$ cat src/rtl/reg_file_pkg.sv
// Shared register-file / rename-tag parameters used by the dispatcher, RoB, RS and LSB.
package reg_file_pkg;

    localparam int unsigned REG_WIDTH    = 5;
    localparam int unsigned EX_REG_WIDTH = REG_WIDTH + 1;
    localparam int unsigned NUM_REGS     = 1 << REG_WIDTH;
    localparam int unsigned RoB_WIDTH    = 4;
    localparam int unsigned EX_RoB_WIDTH = RoB_WIDTH + 1;
    localparam int unsigned DATA_WIDTH   = 32;

    localparam logic [EX_REG_WIDTH-1:0] NON_REG = EX_REG_WIDTH'(1 << REG_WIDTH);
    localparam logic [EX_RoB_WIDTH-1:0] NON_DEP = EX_RoB_WIDTH'(1 << RoB_WIDTH);

    // True for x1..x31; false for x0 and any "no register" encoding.
    function automatic logic is_arch_reg(input logic [EX_REG_WIDTH-1:0] rd);
        return (rd[EX_REG_WIDTH-1] == 1'b0) && (rd[REG_WIDTH-1:0] != '0);
    endfunction

endpackage

$ cat src/rtl/reg_file_rf_read_port.sv
// One operand query: resolves a register to a ready value or its producing RoB tag,
// including a bypass of the commit happening this same cycle.
module rf_read_port
    import reg_file_pkg::*;
(
    input  logic [EX_REG_WIDTH-1:0] i_rs,
    input  logic [EX_RoB_WIDTH-1:0] i_tag,
    input  logic [DATA_WIDTH-1:0]   i_val,
    input  logic                    i_cm_en,
    input  logic [EX_REG_WIDTH-1:0] i_cm_rd,
    input  logic [RoB_WIDTH-1:0]    i_cm_index,
    input  logic [DATA_WIDTH-1:0]   i_cm_data,
    output logic [EX_RoB_WIDTH-1:0] o_q,
    output logic [DATA_WIDTH-1:0]   o_v
);

    logic w_bypass;

    assign w_bypass = i_cm_en && (i_cm_rd == i_rs) && ({1'b0, i_cm_index} == i_tag);

    always_comb begin
        o_q = NON_DEP;
        o_v = '0;
        if (is_arch_reg(i_rs)) begin
            if (i_tag == NON_DEP) begin
                o_v = i_val;
            end else if (w_bypass) begin
                o_v = i_cm_data;
            end else begin
                o_q = i_tag;
            end
        end
    end

endmodule

$ cat src/rtl/reg_file.sv
// Architectural register file with per-register rename tags feeding the dispatcher.
module reg_file
    import reg_file_pkg::*;
(
    input  logic                    clk_in,
    input  logic                    rst_in,
    input  logic                    rdy_in,
    input  logic [EX_REG_WIDTH-1:0] DP2RF_rs1,
    input  logic [EX_REG_WIDTH-1:0] DP2RF_rs2,
    output logic [EX_RoB_WIDTH-1:0] RF2DP_Qj,
    output logic [EX_RoB_WIDTH-1:0] RF2DP_Qk,
    output logic [DATA_WIDTH-1:0]   RF2DP_Vj,
    output logic [DATA_WIDTH-1:0]   RF2DP_Vk,
    input  logic                    DP2RF_en,
    input  logic [EX_REG_WIDTH-1:0] DP2RF_rd,
    input  logic [RoB_WIDTH-1:0]    DPRF_RoB_index,
    input  logic                    RoB2RF_en,
    input  logic [EX_REG_WIDTH-1:0] RoB2RF_rd,
    input  logic [RoB_WIDTH-1:0]    RoB2RF_index,
    input  logic [DATA_WIDTH-1:0]   RoB2RF_data,
    input  logic                    RoB2RF_clear
);

    logic [DATA_WIDTH-1:0]   r_val [NUM_REGS];
    logic [EX_RoB_WIDTH-1:0] r_tag [NUM_REGS];

    logic [EX_RoB_WIDTH-1:0] w_tag_j;
    logic [EX_RoB_WIDTH-1:0] w_tag_k;
    logic [DATA_WIDTH-1:0]   w_val_j;
    logic [DATA_WIDTH-1:0]   w_val_k;
    logic                    w_commit;
    logic                    w_rename;

    assign w_commit = RoB2RF_en && is_arch_reg(RoB2RF_rd);
    assign w_rename = DP2RF_en && is_arch_reg(DP2RF_rd) && !RoB2RF_clear;

    // Later non-blocking writes win: clear beats rename, rename beats commit's tag release.
    always_ff @(posedge clk_in) begin
        if (rst_in) begin
            for (int i = 0; i < int'(NUM_REGS); i++) begin
                r_val[i] <= '0;
                r_tag[i] <= NON_DEP;
            end
        end else if (rdy_in) begin
            if (w_commit) begin
                r_val[RoB2RF_rd[REG_WIDTH-1:0]] <= RoB2RF_data;
                if (r_tag[RoB2RF_rd[REG_WIDTH-1:0]] == {1'b0, RoB2RF_index}) begin
                    r_tag[RoB2RF_rd[REG_WIDTH-1:0]] <= NON_DEP;
                end
            end
            if (RoB2RF_clear) begin
                for (int i = 0; i < int'(NUM_REGS); i++) begin
                    r_tag[i] <= NON_DEP;
                end
            end else if (w_rename) begin
                r_tag[DP2RF_rd[REG_WIDTH-1:0]] <= {1'b0, DPRF_RoB_index};
            end
        end
    end

    assign w_tag_j = r_tag[DP2RF_rs1[REG_WIDTH-1:0]];
    assign w_val_j = r_val[DP2RF_rs1[REG_WIDTH-1:0]];
    assign w_tag_k = r_tag[DP2RF_rs2[REG_WIDTH-1:0]];
    assign w_val_k = r_val[DP2RF_rs2[REG_WIDTH-1:0]];

    rf_read_port u_port_j (
        .i_rs       (DP2RF_rs1),
        .i_tag      (w_tag_j),
        .i_val      (w_val_j),
        .i_cm_en    (RoB2RF_en),
        .i_cm_rd    (RoB2RF_rd),
        .i_cm_index (RoB2RF_index),
        .i_cm_data  (RoB2RF_data),
        .o_q        (RF2DP_Qj),
        .o_v        (RF2DP_Vj)
    );

    rf_read_port u_port_k (
        .i_rs       (DP2RF_rs2),
        .i_tag      (w_tag_k),
        .i_val      (w_val_k),
        .i_cm_en    (RoB2RF_en),
        .i_cm_rd    (RoB2RF_rd),
        .i_cm_index (RoB2RF_index),
        .i_cm_data  (RoB2RF_data),
        .o_q        (RF2DP_Qk),
        .o_v        (RF2DP_Vk)
    );

endmodule

$ cat config.mk
export PLATFORM = sky130hd
export DESIGN_NAME = reg_file
export DESIGN_NICKNAME = d
export VERILOG_FILES = /design/src/rtl/reg_file_pkg.sv /design/src/rtl/reg_file_rf_read_port.sv /design/src/rtl/reg_file.sv
export SDC_FILE = /design/constraint.sdc
export NUM_CORES = 2
export LEC_CHECK = 0
export CORE_MARGIN = 10
export CORE_UTILIZATION = 57
export DETAILED_ROUTE_END_ITERATION = 10
export PLACE_DENSITY_LB_ADDON = 0.3
export SLEW_MARGIN = 10
export SYNTH_ARGS = -nofsm -noshare
export SYNTH_HDL_FRONTEND = slang
export SYNTH_SLANG_ARGS = --single-unit
$ cat constraint.sdc
create_clock -name clk_in -period 5.03 [get_ports clk_in]
set_input_delay 1.2575 -clock clk_in [delete_from_list [all_inputs] [get_ports clk_in]]
set_output_delay 1.2575 -clock clk_in [all_outputs]
set_load 0.01 [all_outputs]
==> results.txt <==
Status = finished, violations left
Failing checks = setup timing
RSZ-0062 raised after global routing = yes
Vias in the first global route = 44790
Share of cells above drive strength 1 = 34.89%
Finished Cell Area = 0.07714 mm^2
Peak VDD IR = 0.0003147 V
Row count = 125
Sink Count = 1184
Max Clock Skew = 11.42 ps
Final worst path period need = 5105 ps
Slowest stage delay, CP = 510 ps
Post-synth EDFFs = 1152
Peak Freq = 195.9 MHz
Synth warn = 0
Global-route wire length before repair = 314300 um
Hpwl dp = 135700 um
Part of the cycle the worst path needs = 101.5%
Clock-pin slew on the worst setup and hold paths = 60 ps
Initial antenna violation count = 15
Arrival @ worst endpoint = 3850 ps
Clock Tree Root = clkbuf_16
Chip height = 361.0 um
I/O pins = 144
Via density = 7.145
Final worst setup slack = -74.90 ps
CTS tree = yes
Final nets = 4671
FFs w/ async S/R, synth = 0%
Startpoint types = input port
Pins Over Slew Limit = 0
Pwr/cell area = 311.4 mW/mm^2
Slowest-stage cell, CP = mux4_2
Global placer's final weighted congestion = 0.9346
Dpl cell area = 0.07193 mm^2
Initial DRC count = 7314
Initial Util = 57.26%
Largest net degree at the start of global routing = 72
Kind of critical path = input port to output port
Post-route DRC = 0
Via count = 44570
Register area share after synthesis = 53.17%
Post-Syn Instances = 4349
1st-pass router iterations = 9
Final setup violation count = 9
Worst hold path class = register to register
Bufs and invs on worst path = 5
# fillers = 7844
CTS buffer count = 121
LEAKAGE = 27.10 nW
Slew @ Worst Pin = 1135 ps
Worst Path Required = 3770 ps
Area grow syn2layout = 16.40%
Die width = 361.0 um
Worst path cell trace = buf_16, mux4_2, mux4_2, mux2_4, nor3_4, buf_12, buf_16, buf_12, nand3_1, o22ai_1, buf_2
Total gr overflow = 0
Full die area = 0.1303 mm^2
Crit end category = output port
Final WL = 221700 um
Routed length per instance = 35.54 um
PortBufs = 143
Relative slew margins = 24.11%
Maximum root-to-sink buffer count = 3
Routed Antenna Nets = 0
Hold Slack = 496.0 ps
Distinct cells, synth = 53
H-Tree Depth = 3
Post-route setup TNS = -134.9 ps
Primary FF master, synth = edfxtp_1
Max_cap viols = 0
Crit path max fanout = 9
Mapped Area = 0.06626 mm^2
Yosys reg bits = 1184
Core Area = 0.1157 mm^2
Family with the most delay on the worst path = multiplexers
Hold Vio Cnt, Final = 0
GR Util All Layers = 33.30%
Avg Inst Size Synth = 15.24 um^2
Clock Latency Late Sink = 740 ps
cell usage in the layout (no fill, tap or decap), types with 25 or more instances in the layout:
cell type | Yosys | routed
edfxtp_1 | 1152 | 1152
and2_1 | 998 | 997
mux4_2 | 719 | 719
buf_4 | 12 | 321
mux2i_1 | 155 | 151
clkbuf_16 | 0 | 132
and3_1 | 130 | 130
nand3_1 | 117 | 101
nand2_1 | 92 | 92
buf_12 | 0 | 74
clkdlybuf4s50_1 | 0 | 56
buf_2 | 80 | 51
o22ai_2 | 0 | 41
a21oi_1 | 42 | 38
conb_1 | 1 | 36
a22oi_1 | 35 | 35
dfxtp_1 | 32 | 32
nor2_4 | 0 | 31
or2_2 | 31 | 31
o211ai_2 | 29 | 29
clkbuf_1 | 360 | 29
nor2_1 | 60 | 28
clkinv_1 | 0 | 28
o22ai_1 | 83 | 26
buf_6 | 13 | 25
area by class of cell:
cell class	count	area, um^2	share of cell area (%)
sequential	1184	35230	45.68
multi-input combinational	2708	30050	38.96
timing repair buffer	581	6045	7.836
clock buffer	154	3237	4.196
tap	1524	1907	2.472
clock inverter	71	609.3	0.7900
antenna	11	27.53	0.03569
inverter	5	23.77	0.03082
per-stage QoR:
stage	cells	power, mW	utilization [%]	setup WS (ps)
6_report	6238	24.02	66.65	-74.90
5_1_grt	6229	24.54	66.63	-105.6
4_1_cts	6213	23.85	66.01	-81.06
3_5_place_dp	5967	15.02	62.15	-892.0
3_3_place_gp	5967	14.93	62.15	-881.9
2_1_floorplan	4384	13.63	-	88.49
Yosys cell counts, types with 31 or more instances:
cell         n  area (um^2)
edfxtp_1  1152        34590
and2_1     998         6243
mux4_2     719        16190
clkbuf_1   360         1351
mux2i_1    155         1551
and3_1     130        813.3
nand3_1    117        585.6
nand2_1     92        345.3
o22ai_1     83        519.3
buf_2       80        400.4
nor2_1      60        225.2
a21oi_1     42        210.2
a22oi_1     35        262.8
dfxtp_1     32        640.6
or2_2       31        193.9
flip-flops by register name, summed over array words and instances, names as in the netlist:
register and cells:
r_tag 160, r_val 1024
worst paths after layout:
| path | cells past startpoint | from | end | slack, ps |
|---|---|---|---|---|
| setup / recovery | 11 | DP2RF_rs1[0] | RF2DP_Vj[19] | -70 |
| hold / removal | 1 | r_tag[0][4] | r_tag[0][4] | 500 |
| setup reg to reg | 7 | r_tag[29][1] | r_tag[9][3] | 1740 |
| hold reg to reg | 1 | r_tag[0][4] | r_tag[0][4] | 500 |
metal layers:
metal / global-route usage (%) / routed length [um]
met1: 41.76 / 73550
met2: 52.45 / 104000
met3: 9.722 / 30140
met4: 17.60 / 13720
met5: 0.5176 / 264
repair_timing:
item / in CTS / in global routing
resized for setup: 358 / 131
buffers inserted: 9 / 8
endpoints found under the hold margin: 0 / 0
gates cloned: 12 / 6
hold buffers: 0 / 0
endpoints found under the setup margin: 74 / 74
pin swaps: 22 / 35
cell families after synthesis:
kind of cell / after synthesis / share of synthesized area [%]
AO/OA/AOI/OAI: 252 / 2.808
XOR/XNOR: 21 / 0.2776
buffers and inverters: 492 / 3.170
flip-flops: 1184 / 53.17
multiplexers: 882 / 26.96
other: 1 / 0.005659
AND/OR/NAND/NOR: 1517 / 13.61
where the power goes:
group	internal, mW	leakage, nW	switching, mW
clock	5.03	1.87	3.91
sequential	11.3	11.3	0.319
combinational	1.65	13.9	1.79
Note: power is estimated with default switching activity, not from simulation.
